<file path="config.mk">
export PLATFORM = sky130hd
export DESIGN_NAME = hamming_tx_sched_flat
export DESIGN_NICKNAME = d
export VERILOG_FILES = /design/src/rtl/hamming_tx_sched_if.sv /design/src/rtl/hamming_tx_sched.sv /design/src/flat_wrapper.sv
export SDC_FILE = /design/constraint.sdc
export NUM_CORES = 1
export LEC_CHECK = 0
export CAP_MARGIN = 5
export CORE_MARGIN = 1.5
export CORE_UTILIZATION = 45
export DETAILED_ROUTE_END_ITERATION = 10
export GPL_TIMING_DRIVEN = 0
export PLACE_DENSITY = 0.79
export REMOVE_ABC_BUFFERS = 1
export SLEW_MARGIN = 20
export SYNTH_ARGS = -nofsm -noshare
export SYNTH_HDL_FRONTEND = slang
export SYNTH_SLANG_ARGS = --single-unit
export TNS_END_PERCENT = 100
</file>
<file path="constraint.sdc">
create_clock -name clk -period 3.8 [get_ports clk]
set_input_delay 0.38 -clock clk [delete_from_list [all_inputs] [get_ports clk]]
set_output_delay 0.38 -clock clk [all_outputs]
set_load 0.01 [all_outputs]
</file>
<file path="src/rtl/hamming_tx_sched_if.sv">
// Handshake bundle for hamming_tx_sched.
//   req0_*/req1_* : two 64-bit requesters (valid/data in, ready out)
//   tx_*          : 16-bit codeword block stream (valid/data/last/src out, ready in)
//   busy          : scheduler is streaming a codeword
// slave  : seen from the scheduler
// master : seen from the requesters / downstream sink
interface hamming_tx_sched_if;
  logic        req0_valid;
  logic [63:0] req0_data;
  logic        req0_ready;
  logic        req1_valid;
  logic [63:0] req1_data;
  logic        req1_ready;
  logic        tx_valid;
  logic [15:0] tx_data;
  logic        tx_last;
  logic        tx_src;
  logic        tx_ready;
  logic        busy;

  modport slave (
    input  req0_valid, req0_data, req1_valid, req1_data, tx_ready,
    output req0_ready, req1_ready, tx_valid, tx_data, tx_last, tx_src, busy
  );

  modport master (
    output req0_valid, req0_data, req1_valid, req1_data, tx_ready,
    input  req0_ready, req1_ready, tx_valid, tx_data, tx_last, tx_src, busy
  );
endinterface

</file>
<file path="src/rtl/hamming_tx_sched.sv">
// Two-requester Hamming encoder/scheduler.
// A granted 64-bit word is encoded into eight 16-bit blocks (one per data
// byte) and streamed on tx_* one block per accepted beat.
// Block layout (bit 15..0): overall parity, p1, p2, d7, p4, d6..d4, p8,
// d3..d0, 3'b000 -- Hamming(12,8) positions 1..12 on bits 14..3.
// Ports: clk, rst_n (async, active low), bus (hamming_tx_sched_if.slave).
// Parameter MSB_FIRST: 0 sends block 0 first, 1 sends block 7 first.
// Macro HAMMING_TX_RR_EN: defined -> round-robin on ties, else req0 wins.

module encoder (
  input  logic [63:0]  data_in,
  output logic [127:0] code_out
);
  function automatic logic [15:0] enc_byte(input logic [7:0] d);
    logic p1, p2, p4, p8;
    p1 = d[7] ^ d[6] ^ d[4] ^ d[3] ^ d[1];
    p2 = d[7] ^ d[5] ^ d[4] ^ d[2] ^ d[1];
    p4 = d[6] ^ d[5] ^ d[4] ^ d[0];
    p8 = d[3] ^ d[2] ^ d[1] ^ d[0];
    return {p1 ^ p2 ^ p4 ^ p8 ^ (^d), p1, p2, d[7], p4, d[6:4], p8, d[3:0], 3'b000};
  endfunction

  always_comb begin
    code_out = '0;
    for (int unsigned k = 0; k < 8; k++) begin
      code_out[16*k +: 16] = enc_byte(data_in[8*k +: 8]);
    end
  end
endmodule

module hamming_tx_sched #(
  parameter bit MSB_FIRST = 1'b0
) (
  input logic               clk,
  input logic               rst_n,
  hamming_tx_sched_if.slave bus
);
  typedef enum logic {IDLE, SEND} state_t;

  state_t       state;
  logic [127:0] codeword;
  logic [127:0] enc_out;
  logic [63:0]  enc_in;
  logic [2:0]   blk_cnt;
  logic [2:0]   blk_idx;
  logic         src_q;
  logic         grant0;
  logic         grant1;

  // Ready is combinational from the grant; gating with rst_n keeps both
  // ready lines low while reset is held.
`ifdef HAMMING_TX_RR_EN
  logic ptr;

  always_comb begin
    grant0 = 1'b0;
    grant1 = 1'b0;
    if (state == IDLE && rst_n) begin
      if (bus.req0_valid && bus.req1_valid) begin
        grant0 = ~ptr;
        grant1 = ptr;
      end else begin
        grant0 = bus.req0_valid;
        grant1 = bus.req1_valid;
      end
    end
  end
`else
  always_comb begin
    grant0 = (state == IDLE) && rst_n && bus.req0_valid;
    grant1 = (state == IDLE) && rst_n && bus.req1_valid && !bus.req0_valid;
  end
`endif

  assign enc_in = grant1 ? bus.req1_data : bus.req0_data;

  encoder u_encoder (
    .data_in  (enc_in),
    .code_out (enc_out)
  );

  assign blk_idx        = MSB_FIRST ? (3'd7 - blk_cnt) : blk_cnt;
  assign bus.req0_ready = grant0;
  assign bus.req1_ready = grant1;
  assign bus.tx_valid   = (state == SEND);
  assign bus.busy       = (state == SEND);
  assign bus.tx_data    = codeword[{blk_idx, 4'b0000} +: 16];
  assign bus.tx_last    = (state == SEND) && (blk_cnt == 3'd7);
  assign bus.tx_src     = src_q;

  always_ff @(posedge clk or negedge rst_n) begin
    if (!rst_n) begin
      state    <= IDLE;
      codeword <= '0;
      blk_cnt  <= '0;
      src_q    <= 1'b0;
`ifdef HAMMING_TX_RR_EN
      ptr      <= 1'b0;
`endif
    end else begin
      case (state)
        IDLE: begin
          if (grant0 || grant1) begin
            codeword <= enc_out;
            src_q    <= grant1;
            blk_cnt  <= '0;
            state    <= SEND;
`ifdef HAMMING_TX_RR_EN
            ptr      <= grant0;
`endif
          end
        end
        SEND: begin
          if (bus.tx_ready) begin
            blk_cnt <= blk_cnt + 3'd1;
            if (blk_cnt == 3'd7) state <= IDLE;
          end
        end
        default: state <= IDLE;
      endcase
    end
  end
endmodule

</file>
<file path="src/flat_wrapper.sv">
// flat-port wrapper written by rule: the top's interface ports become plain ports
module hamming_tx_sched_flat 
#(
  parameter bit MSB_FIRST = 1'b0
)
  (clk, rst_n, bus_req0_valid, bus_req0_data, bus_req1_valid, bus_req1_data, bus_tx_ready, bus_req0_ready, bus_req1_ready, bus_tx_valid, bus_tx_data, bus_tx_last, bus_tx_src, bus_busy);
  hamming_tx_sched_if bus_i ();
  input logic clk;
  input logic rst_n;
  input wire logic [$bits(bus_i.req0_valid)-1:0] bus_req0_valid;
  input wire logic [$bits(bus_i.req0_data)-1:0] bus_req0_data;
  input wire logic [$bits(bus_i.req1_valid)-1:0] bus_req1_valid;
  input wire logic [$bits(bus_i.req1_data)-1:0] bus_req1_data;
  input wire logic [$bits(bus_i.tx_ready)-1:0] bus_tx_ready;
  output wire logic [$bits(bus_i.req0_ready)-1:0] bus_req0_ready;
  output wire logic [$bits(bus_i.req1_ready)-1:0] bus_req1_ready;
  output wire logic [$bits(bus_i.tx_valid)-1:0] bus_tx_valid;
  output wire logic [$bits(bus_i.tx_data)-1:0] bus_tx_data;
  output wire logic [$bits(bus_i.tx_last)-1:0] bus_tx_last;
  output wire logic [$bits(bus_i.tx_src)-1:0] bus_tx_src;
  output wire logic [$bits(bus_i.busy)-1:0] bus_busy;
  assign bus_i.req0_valid = bus_req0_valid;
  assign bus_i.req0_data = bus_req0_data;
  assign bus_i.req1_valid = bus_req1_valid;
  assign bus_i.req1_data = bus_req1_data;
  assign bus_i.tx_ready = bus_tx_ready;
  assign bus_req0_ready = bus_i.req0_ready;
  assign bus_req1_ready = bus_i.req1_ready;
  assign bus_tx_valid = bus_i.tx_valid;
  assign bus_tx_data = bus_i.tx_data;
  assign bus_tx_last = bus_i.tx_last;
  assign bus_tx_src = bus_i.tx_src;
  assign bus_busy = bus_i.busy;
  hamming_tx_sched #(.MSB_FIRST(MSB_FIRST)) u_core (.clk(clk), .rst_n(rst_n), .bus(bus_i));
endmodule
</file>
# Word level (Yosys, flattened, before mapping)
# Cells that the tools add are included.
[word_totals]
reg_bits = 109
inputBits = 133
output_inout_bits = 22
elab_cells = 179
[op_classes]
addsub = 1
n_eq_ne = 3
shifts = 1
mux = 8
bitwise = 145
n_reduce_logical = 17
[ops]
columns = ["cell", "n"]
rows = [
  ["$xor A1 B1 Y1", 144],
  ["$shiftx A128 B8 Y16", 1],
  ["$mux W64", 1],
  ["$reduce_xor A8 Y1", 8],
  ["$mux W3", 2],
  ["$pmux W3 S2", 1],
  ["$logic_and A1 B1 Y1", 5],
  ["$ne A2 B2 Y1 const B", 2],
  ["$reduce_and A2 Y1", 2],
  ["$add A3 B1 Y3 const B", 1],
  ["$eq A3 B3 Y1 const B", 1],
  ["$mux W1", 3],
  ["$pmux W1 S2", 1],
  ["$logic_not A1 Y1", 1],
  ["$logic_or A1 B1 Y1", 1],
  ["$not A1 Y1", 1],
]

# Logic depth before layout (Yosys ltp)
# Gate-level depths: netlist of the first run.
[logic_depth]
word_depth = 13
mapped_depth = 9
ltp_nobuf = 6

# Modules after synthesis
# A second synthesis of the first run with hierarchy kept.
[hier_totals]
cells_unflattened = 621
area_unflattened_um2 = 8699.6
[modules_own_cells]
columns = ["mod", "n_inst", "cells_per_inst", "area_each_um2", "seq_area_each_um2"]
rows = [
  ["hamming_tx_sched", 1, 427, 6876.6, 3328.2],
  ["encoder", 1, 194, 1823.0, 0.0],
]

# Worst setup path after synthesis of the first run
# No wires, ideal clock.
[synth_timing]
path_kind = "register to output"
startpoint = "reg u_core.blk_cnt[0]"
endpoint = "out bus_tx_data[12]"
arrival_ps = 1733
t_required_ps = 3420
slack_ps = 1687
stages_incl_launch_ff = 5
path_buffers = 2
cell_sequence = "dfrtp_1 > buf_2 > buf_2 > mux4_2 > mux2_2"
[synth_between]
elab_chain_cells = 1
[synth_lines]
columns = ["item", "line", "text"]
rows = [
  ["start, declared", "hamming_tx_sched.sv:44", "logic [2:0] blk_cnt;"],
  ["start signal, assigned", "hamming_tx_sched.sv:115", "blk_cnt <= blk_cnt + 3'd1;"],
  ["$shiftx A128 B8 Y16", "hamming_tx_sched.sv:87", "assign bus.tx_data = codeword[{blk_idx, 4'b0000} +: 16];"],
  ["end, declared", "flat_wrapper.sv:18", "output wire logic [$bits(bus_i.tx_data)-1:0] bus_tx_data;"],
]
# No other way between the ends.

# Worst setup path in the final report of the first run
[layout_timing]
startpoint = "in rst_n"
endpoint = "out bus_req1_ready"
[layout_between]
elab_chain_cells = 3
[layout_lines]
columns = ["item", "line", "text"]
rows = [
  ["start, declared", "flat_wrapper.sv:9", "input logic rst_n;"],
  ["$logic_and A1 B1 Y1 (3 in series)", "hamming_tx_sched.sv:71", "grant1 = (state == IDLE) && rst_n && bus.req1_valid && !bus.req0_valid;"],
  ["end, declared", "flat_wrapper.sv:16", "output wire logic [$bits(bus_i.req1_ready)-1:0] bus_req1_ready;"],
]
# No other way between the ends.

==> flow_metrics.env, run 1 <==
export IMPL_hold_viol=0
export IMPL_die_h_um=133
export IMPL_synth_area_leaders="dfrtp_1, xnor2_1, mux2i_1, mux4_2, o21ai_0"
export IMPL_worstReg2RegStart="u_core.bus.busy"
export IMPL_cts_resized=0
export IMPL_drv_cap=0
export IMPL_synth_top_family_by_area="XOR/XNOR gates"
export IMPL_grt_overflow=0
export IMPL_clock_skew_ns=0.00729
export IMPL_synthXorXnorAreaFrac_pct=24.4
export IMPL_cts_root_buffer="clkbuf_16"
export IMPL_critPathKind="input port to primary output"
export IMPL_tns_ns=0
export IMPL_dp_slack_ns=0.853
export IMPL_ys_ff_latch=109
export IMPL_synth_simple_area_share_pct=7.48
export IMPL_r2r_slack_ns=1.17
export IMPL_holdWs_ns=0.470
export IMPL_cts_tree="yes"
export IMPL_drt_iter0_markers=238
export IMPL_coreArea_um2=16600
export IMPL_crit_fanout=48
export IMPL_synth_compound_area_share_pct=9.16
export IMPL_place_area_um2=9460
export IMPL_grt_max_degree=79
export IMPL_tightest_slew_ns=0.712
export IMPL_max_freq_ghz=0.303
export IMPL_fp_dieW_um=133
export IMPL_drv_slew=0
export IMPL_drt_first_pass_iters=4
export IMPL_end_kind="primary output"
export IMPL_rsz0062_at_grt="no"
export IMPL_ys_flop_type="dfrtp_1"
export IMPL_setup_viol=0
export IMPL_crit_path_start_kind="input port"
export IMPL_via_count=5674
export IMPL_stdcell_count=1107
export IMPL_ff2ff_path_depth=8
export IMPL_routed_via_density=5.13
export IMPL_path_clk_slew_ns=0.07
export IMPL_synth_top_area_share_pct=35.8
export IMPL_nFillCells=1413
export IMPL_syn_inst=755
export IMPL_clock_sinks=109
export IMPL_period_share_pct=87.0
export IMPL_relSlewSlack_pct=52.5
export IMPL_yosysMostFrequentCell="xnor2_1"
export IMPL_drc=0
export IMPL_finalNetCount=1017
export IMPL_ys_types=24
export IMPL_htreeDepth=3
export IMPL_ys_warn_count=0
export IMPL_worst_slack_ns=0.495
export IMPL_area_growth_pct=28.2
export IMPL_drt_wirelength_per_cell_um=16.7
export IMPL_status="finished clean"
export IMPL_ant_nets=0
export IMPL_clock_path_buffers=2
export IMPL_avgSynthCellArea_um2=10.1
export IMPL_async_flop_share_pct=100
export IMPL_hold_buffers=1
export IMPL_port_buffers=151
export IMPL_power_density_nw_per_um2=610
export IMPL_yosysTopAreaCell="dfrtp_1"
export IMPL_drive_above_1_share_pct=8.91
export IMPL_die_area_um2=17700
export IMPL_grt_antenna_before_repair=0
export IMPL_crit_arrival_ns=2.92
export IMPL_p_leak_nw=3.85
export IMPL_crit_required_ns=3.42
export IMPL_design_area_um2=9780
export IMPL_insertedDiodeCount=0
export IMPL_hold_class="input port to async pin"
export IMPL_netlist_top_cells_count="xnor2_1, nand2_1, o21ai_0, dfrtp_1, mux2i_1"
export IMPL_worst_skew_pair_late_latency_ns=0.36
export IMPL_io_pins=155
export IMPL_num_rows=47
export IMPL_finalWeightedCongestion=0.841
export IMPL_synth_adder_area_share_pct=0.328
export IMPL_synth_edff_count=0
export IMPL_syn_area_um2=7630
export IMPL_wl_um=18500
export IMPL_r2r_end="u_core.codeword[127]"
export IMPL_muxShareOfSynthArea_pct=19.3
export IMPL_ir_worst_vdd_mv=0.482
export IMPL_hpwl_um=14600
export IMPL_ys_seq_area_share_pct=35.8
export IMPL_grt_pass1_wl_um=29700
export IMPL_final_min_clock_period_ns=3.30
export IMPL_grt_pass1_vias=5546
export IMPL_start_util_pct=46.0
export IMPL_cts_setup_buffers=0
export IMPL_cts_buffers=9
export IMPL_finalPower_mw=5.96
export IMPL_placed_cells=1090
export IMPL_grt_usage_pct=21.7
export IMPL_post_route_util_pct=59.0
## power by group
group / internal (mW) / switching [mW]
Sequential: 1.74 / 0.515
Combinational: 1.54 / 1.19
Clock: 0.521 / 0.457
Total: 3.80 / 2.16
## registers in the layout (all words and copies together), names as in the netlist
| signal | flops |
|---|---|
| u_core.bus.busy | 1 |
| u_core.blk_cnt | 3 |
| u_core.codeword | 104 |
| u_core.bus.tx_src | 1 |
## logic make-up (layout without fill, tap and decap cells)
group	after synthesis	after routing
buffers and inverters	49	179
AOI/OAI and AO/OA	139	139
muxes	111	111
adders and majority gates	2	2
DFF	109	109
and+or+nand+nor	147	147
xor gates and xnor gates	197	197
other	1	3
## per-layer routing
layer	track usage (%)	vias up	part of all wire, %
met2	33.9	133	47
met5	0	-	0
met3	5.29	14	5.5
li1	-	2820	-
met4	5.50	0	1.3
met1	30.3	2707	47
## layout by cell type (no fill, tap or decap), types with 2 or more instances in the layout
cell type	Yosys	final
clkdlybuf4s50_1	0	150
xnor2_1	134	134
nand2_1	120	120
o21ai_0	115	114
dfrtp_1	109	107
mux2i_1	65	65
xor2_1	53	53
mux4_2	26	26
nor2_1	20	20
a21oi_1	20	20
mux2_2	15	15
xnor3_1	10	10
clkbuf_16	0	9
buf_16	0	9
mux2i_2	5	5
o21ai_1	3	3
nand3_1	3	3
conb_1	1	3
clkinvlp_4	0	3
and2_1	2	2
ha_1	2	2
inv_6	0	2
buf_12	0	2
dfrtp_2	0	2
## worst max-delay path, cell delays in order
cell	delay, ns
dlygate4sd3_1	0.54
buf_6	0.30
nor2b_2	0.33
and3b_4	0.47
buf_16	0.29
clkdlybuf4s50_1	0.58
## how the worst max path moves through the flow
stage	from	endpoint	slack (ns)	depth (start not counted)
after floorplan	bus_req1_valid	u_core.codeword[100]	-7.08	2
after global placement	bus_req1_valid	u_core.codeword[20]	-11.98	3
after detailed placement	rst_n	u_core.codeword[127]	0.85	9
after CTS	rst_n	bus_req1_ready	0.44	6
after global routing	rst_n	bus_req1_ready	0.31	6
final	rst_n	bus_req1_ready	0.50	6
## area by class of cell
class / count / area (um2) / share of cell area (%)
multi-input combinational: 599 / 4660 / 47.6
sequential: 109 / 2730 / 27.9
timing repair buffer: 163 / 1810 / 18.5
tap: 220 / 275 / 2.81
clock buffer: 9 / 225 / 2.30
clock inverter: 7 / 81.3 / 0.832
Power figures use the tool's default switching activity.
==> run 2: changes to the inputs <==
--- a/config.mk
+++ b/config.mk
@@ -7,10 +7,11 @@
 export LEC_CHECK = 0
 export CAP_MARGIN = 5
 export CORE_MARGIN = 1.5
-export CORE_UTILIZATION = 45
+export CORE_UTILIZATION = 48
 export DETAILED_ROUTE_END_ITERATION = 10
 export GPL_TIMING_DRIVEN = 0
-export PLACE_DENSITY = 0.79
+export PLACE_DENSITY = 0.86
+export RECOVER_POWER = 50
 export REMOVE_ABC_BUFFERS = 1
 export SLEW_MARGIN = 20
 export SYNTH_ARGS = -nofsm -noshare
==> constraint.sdc (replaced) <==
create_clock -name clk -period 2.8 [get_ports clk]
set_input_delay 0.28 -clock clk [delete_from_list [all_inputs] [get_ports clk]]
set_output_delay 0.28 -clock clk [all_outputs]
set_load 0.01 [all_outputs]
==> run 2 against run 1 <==
The run now ends with capacitance limit, slew limit left. Design area increased by 0.37%. First-iteration DRC count increased by 67%. Register-to-register slack worse by 0.82 ns. Critical path depth down 3. Non-clock buffer count is 5 higher. Clock-buffer cell count increased by 2. Sequential power rose by 35%. Critical path type is now flop to primary output. Critical endpoint is now bus_tx_data[5].
==> flow_metrics.env, run 2 (synthesis results as in run 1) <==
export IMPL_clock_skew_ns=0.00740
export IMPL_holdWs_ns=0.477
export IMPL_worst_skew_pair_late_latency_ns=0.34
export IMPL_crit_arrival_ns=2.44
export IMPL_drt_iter0_markers=397
export IMPL_crit_path_start_kind="flop"
export IMPL_crit_fanout=28
export IMPL_die_area_um2=16700
export IMPL_cts_buffers=9
export IMPL_cts_root_buffer="clkbuf_16"
export IMPL_grt_overflow=0
export IMPL_via_count=5977
export IMPL_area_growth_pct=28.7
export IMPL_coreArea_um2=15400
export IMPL_hpwl_um=14700
export IMPL_critPathKind="flop to primary output"
export IMPL_finalNetCount=1023
export IMPL_power_density_nw_per_um2=850
export IMPL_drv_cap=1
export IMPL_drt_wirelength_per_cell_um=18.0
export IMPL_stdcell_count=1104
export IMPL_drc=0
export IMPL_finalPower_mw=8.35
export IMPL_fp_dieW_um=129
export IMPL_grt_antenna_before_repair=0
export IMPL_finalWeightedCongestion=0.866
export IMPL_layout_commonest_cell="clkdlybuf4s50_1"
export IMPL_cp_cell_sequence="mux4_2, mux2_2, clkdlybuf4s50_1"
export IMPL_hold_class="flop to flop"
export IMPL_rsz0062_at_grt="no"
export IMPL_die_h_um=129
export IMPL_setup_viol=0
export IMPL_placed_cells=1080
export IMPL_most_common_layout_cells="clkdlybuf4s50_1, xnor2_1, nand2_1"
export IMPL_relSlewSlack_pct=-1.24
export IMPL_largest_register="u_core.codeword"
export IMPL_ant_nets=0
export IMPL_drive_above_1_share_pct=9.18
export IMPL_path_clk_slew_ns=0.07
export IMPL_top_regs="u_core.codeword: 104 flops, u_core.blk_cnt: 3 flops"
export IMPL_clock_path_buffers=2
export IMPL_cts_tree="yes"
export IMPL_clock_sinks=109
export IMPL_grt_pass1_wl_um=31300
export IMPL_end_kind="primary output"
export IMPL_num_rows=45
export IMPL_drv_slew=61
export IMPL_status="complete, but fails checks"
export IMPL_insertedDiodeCount=0
export IMPL_max_freq_ghz=0.367
export IMPL_crit_required_ns=2.52
export IMPL_dp_slack_ns=-0.360
export IMPL_wl_um=19800
export IMPL_tightest_slew_ns=1.52
export IMPL_io_pins=155
export IMPL_largest_reg_flops=104
export IMPL_period_share_pct=97.2
export IMPL_port_buffers=151
export IMPL_grt_pass1_vias=6009
export IMPL_final_min_clock_period_ns=2.72
export IMPL_path_buf_inv=1
export IMPL_p_leak_nw=3.89
export IMPL_routed_via_density=5.41
export IMPL_ir_worst_vdd_mv=0.515
export IMPL_critPathTopFamily="flip-flops"
export IMPL_grt_max_degree=61
export IMPL_start_util_pct=49.6
export IMPL_cp_slowest_cell="dfrtp_2"
export IMPL_failed_checks="capacitance limit, slew limit"
export IMPL_grt_usage_pct=24.6
export IMPL_drt_first_pass_iters=5
export IMPL_hold_viol=0
export IMPL_slowest_delay_ns=0.84
export IMPL_worst_slack_ns=0.0786
export IMPL_htreeDepth=3
==> run 2: cell types whose count changed in the layout (fill, tap and decap cells not counted), sizes merged <==
| cell | change |
|---|---|
| and3b | +1 |
| buf | +1 |
| bufinv | +2 |
| clkbuf | +6 |
| clkdlybuf4s50 | -3 |
| clkinv | +1 |
| clkinvlp | -2 |
| dlygate4sd3 | +3 |
| inv | -3 |
==> run 2: final cells by class <==
cell class                      instances  area, um2
Fill cell                            1186       5560
Multi-Input combinational cell        600       4650
Sequential cell                       109       2730
Timing Repair Buffer                  168       1810
Tap cell                              211        264
Clock buffer                           11        253
Clock inverter                          5        106
==> run 2: worst reg2reg max path: cells and delay by family (launching register included) <==
| family | cells | cell delay [ns] |
|---|---|---|
| AND/OR/NAND/NOR | 2 | 0.59 |
| flip-flops | 1 | 0.46 |
| multiplexers | 1 | 0.45 |
| buffers and inverters | 2 | 0.43 |
| XOR/XNOR | 2 | 0.35 |
| AO/OA/AOI/OAI | 1 | 0.07 |
==> run 2: metal layers <==
layer,vias to the layer above,part of all wire [%],track usage (%)
met1,2912,45,34.2
met3,29,5.1,3.26
met4,0,1.9,6.87
met2,197,48,40.8
li1,2839,-,-
met5,-,0,0
==> run 2: final timing paths <==
check                      depth (start not counted)  slack (ns)                  from              endpoint
max in group asynchronous                          3        0.51                 rst_n     u_core.blk_cnt[0]
max                                                3        0.08     u_core.blk_cnt[1]        bus_tx_data[5]
min reg2reg                                        2        0.48  u_core.codeword[122]  u_core.codeword[122]
max reg2reg                                        8        0.35       u_core.bus.busy  u_core.codeword[127]
min in group asynchronous                          3        1.06                 rst_n  u_core.codeword[104]
min                                                2        0.48  u_core.codeword[122]  u_core.codeword[122]
==> run 2: through the flow <==
step,setup TNS (ns),instance area [um2],utilization [%]
global placement,-1630.28,9150,59.5
floorplan,-844.62,7370,-
CTS,0,9860,64.2
global route,0,9820,63.9
detailed placement,-3.36,9430,61.4
finish,0,9820,63.9
==> run 2: what timing repair did <==
action	in CTS	in global routing
buffers inserted	1	4
hold endpoints to repair	60	0
hold buffers	2	0
cloned	1	0
gates resized for setup	2	0
setup endpoints to repair	14	1
pin swaps	1	1
==> run 2: power by group <==
part	total, mW	internal [mW]	switching (mW)
combinational	3.80	2.09	1.71
sequential	3.04	2.36	0.672
clock	1.51	0.926	0.583
==> run 3: changes to the inputs <==
--- a/config.mk
+++ b/config.mk
@@ -11,7 +11,7 @@
 export DETAILED_ROUTE_END_ITERATION = 10
 export GPL_TIMING_DRIVEN = 0
 export PLACE_DENSITY = 0.86
-export RECOVER_POWER = 50
+export RECOVER_POWER = 25
 export REMOVE_ABC_BUFFERS = 1
 export SLEW_MARGIN = 20
 export SYNTH_ARGS = -nofsm -noshare
==> constraint.sdc (replaced) <==
create_clock -name clk -period 2.3 [get_ports clk]
set_input_delay 0.23 -clock clk [delete_from_list [all_inputs] [get_ports clk]]
set_output_delay 0.23 -clock clk [all_outputs]
set_load 0.01 [all_outputs]
==> run 3 against run 2 <==
The flow finishes with violations (setup timing). Via count is 1.3% higher. Global-route usage is 1.2 points higher. Total power rose by 25%. Utilization grew 1.5 points. Highest routed layer unchanged.
==> flow_metrics.env, run 3 (synthesis results as in run 1) <==
export IMPL_status="complete, but fails checks"
export IMPL_failed_checks="setup timing"
export IMPL_die_h_um=129
export IMPL_tightest_slew_ns=1.23
export IMPL_setup_viol=3
export IMPL_hold_viol=0
export IMPL_worst_slack_ns=-0.0202
export IMPL_insertedDiodeCount=0
export IMPL_drc=0
export IMPL_crit_path_start_kind="flop"
export IMPL_drv_slew=0
export IMPL_layout_commonest_cell="clkdlybuf4s50_1"
export IMPL_dp_slack_ns=-0.810
export IMPL_clock_path_buffers=2
export IMPL_holdCritStartpoint="rst_n"
export IMPL_die_area_um2=16700
export IMPL_port_buffers=151
export IMPL_clock_sinks=109
export IMPL_hpwl_um=14700
export IMPL_finalNetCount=1035
export IMPL_hold_class="input port to flop"
export IMPL_hold_path_endpoint="u_core.bus.tx_src"
export IMPL_num_rows=45
export IMPL_fp_dieW_um=129
export IMPL_min_path_cells=4
export IMPL_critPathKind="flop to primary output"
export IMPL_grt_pass1_wl_um=32500
export IMPL_critPathTopFamily="multiplexers"
export IMPL_drt_first_pass_iters=5
export IMPL_cts_tree="yes"
export IMPL_grt_pass1_vias=6156
export IMPL_clock_skew_ns=0.00535
export IMPL_power_density_nw_per_um2=1040
export IMPL_final_min_clock_period_ns=2.32
export IMPL_worstReg2RegStart="u_core.bus.busy"
export IMPL_wl_um=20900
export IMPL_p_leak_nw=4.05
export IMPL_relSlewSlack_pct=18.3
export IMPL_placed_cells=1080
export IMPL_drt_wirelength_per_cell_um=18.7
export IMPL_via_count=6053
export IMPL_worst_skew_pair_late_latency_ns=0.35
export IMPL_rsz0062_at_grt="yes"
export IMPL_end_kind="primary output"
export IMPL_largest_reg_flops=104
export IMPL_period_share_pct=101
export IMPL_r2r_slack_ns=0.12
export IMPL_tns_ns=-0.0353
export IMPL_ir_worst_vdd_mv=0.636
export IMPL_path_buf_inv=3
export IMPL_crit_arrival_ns=2.09
export IMPL_drt_iter0_markers=451
export IMPL_most_common_layout_cells="clkdlybuf4s50_1, xnor2_1, nand2_1"
export IMPL_stdcell_count=1116
export IMPL_area_growth_pct=31.7
export IMPL_drive_above_1_share_pct=12.2
export IMPL_start_util_pct=49.6
export IMPL_coreArea_um2=15400
export IMPL_crit_required_ns=2.07
export IMPL_slowest_delay_ns=0.52
export IMPL_max_freq_ghz=0.431
export IMPL_grt_max_degree=61
export IMPL_largest_register="u_core.codeword"
export IMPL_path_clk_slew_ns=0.07
export IMPL_cts_root_buffer="clkbuf_16"
export IMPL_grt_antenna_before_repair=0
export IMPL_ff2ff_path_depth=8
export IMPL_r2r_end="u_core.codeword[47]"
export IMPL_crit_fanout=6
export IMPL_routed_via_density=5.42
export IMPL_cts_buffers=9
export IMPL_htreeDepth=3
export IMPL_cp_slowest_cell="mux4_2"
export IMPL_finalPower_mw=10.4
export IMPL_path_depth=5
export IMPL_cp_cell_sequence="buf_12, buf_8, mux4_2, mux2_4, buf_6"
export IMPL_grt_usage_pct=25.8
export IMPL_io_pins=155
export IMPL_top_regs="u_core.codeword: 104 flops, u_core.blk_cnt: 3 flops"
export IMPL_finalWeightedCongestion=0.866
export IMPL_grt_overflow=0
export IMPL_ant_nets=0
export IMPL_drv_cap=0
[run 3: report_power, final]
part           switching, mW  internal [mW]  total, mW
Clock                  0.711           1.13       1.84
Combinational           2.22           2.65       4.87
Sequential             0.812           2.88       3.70
[run 3: worst max-delay path by stage]
stage                      start                   end  slack, ns
2_1_floorplan     bus_req1_valid  u_core.codeword[100]      -8.43
3_3_place_gp      bus_req1_valid   u_core.codeword[84]     -13.07
3_5_place_dp               rst_n   u_core.codeword[47]      -0.81
4_1_cts        u_core.blk_cnt[0]       bus_tx_data[12]      -0.02
5_1_grt        u_core.blk_cnt[0]        bus_tx_data[6]      -0.06
6_report       u_core.blk_cnt[0]        bus_tx_data[6]      -0.02
[run 3: layout make-up]
type / instances / area (um2)
Clock buffer: 11 / 253
Clock inverter: 5 / 106
Fill cell: 1141 / 5320
Multi-Input combinational cell: 600 / 4700
Sequential cell: 109 / 2740
Tap cell: 211 / 264
Timing Repair Buffer: 180 / 1990
[run 3: timing repair]
action | CTS | global route
hold endpoints to repair | 60 | 0
pin swaps | 1 | 0
setup endpoints to repair | 50 | 7
buffers inserted | 7 | 6
hold buffers | 2 | 0
cloned | 4 | 1
resized for setup | 57 | 13
[run 3: metal layers]
layer  GRT usage, %  part of all wire [%]  vias to the layer above  wire length (um)
li1               -                     -                     2862                 -
met1           35.5                    44                     2965              9240
met2           42.9                    48                      202             10000
met3           3.51                   6.3                       24              1320
met4           7.93                   1.6                        0               329
met5              0                     0                        -                 0
[run 3: stage by stage]
| step | hold WS [ns] | util (%) | area (um2) |
|---|---|---|---|
| global placement | 0.457 | 59.5 | 9150 |
| global route | 0.517 | 65.4 | 10000 |
| detailed placement | 0.253 | 61.4 | 9430 |
| floorplan | -0.0656 | - | 7370 |
| CTS | 0.395 | 65.1 | 10000 |
| finish | 0.462 | 65.4 | 10000 |
[run 3: worst register-to-register path, delay by kind of cell, from the launching register on]
kind	cells	cell delay, ns
buffers and inverters	2	0.29
and+or+nand+nor	2	0.47
xor gates and xnor gates	2	0.36
AOI/OAI and AO/OA	1	0.08
DFF	1	0.47
muxes	1	0.41
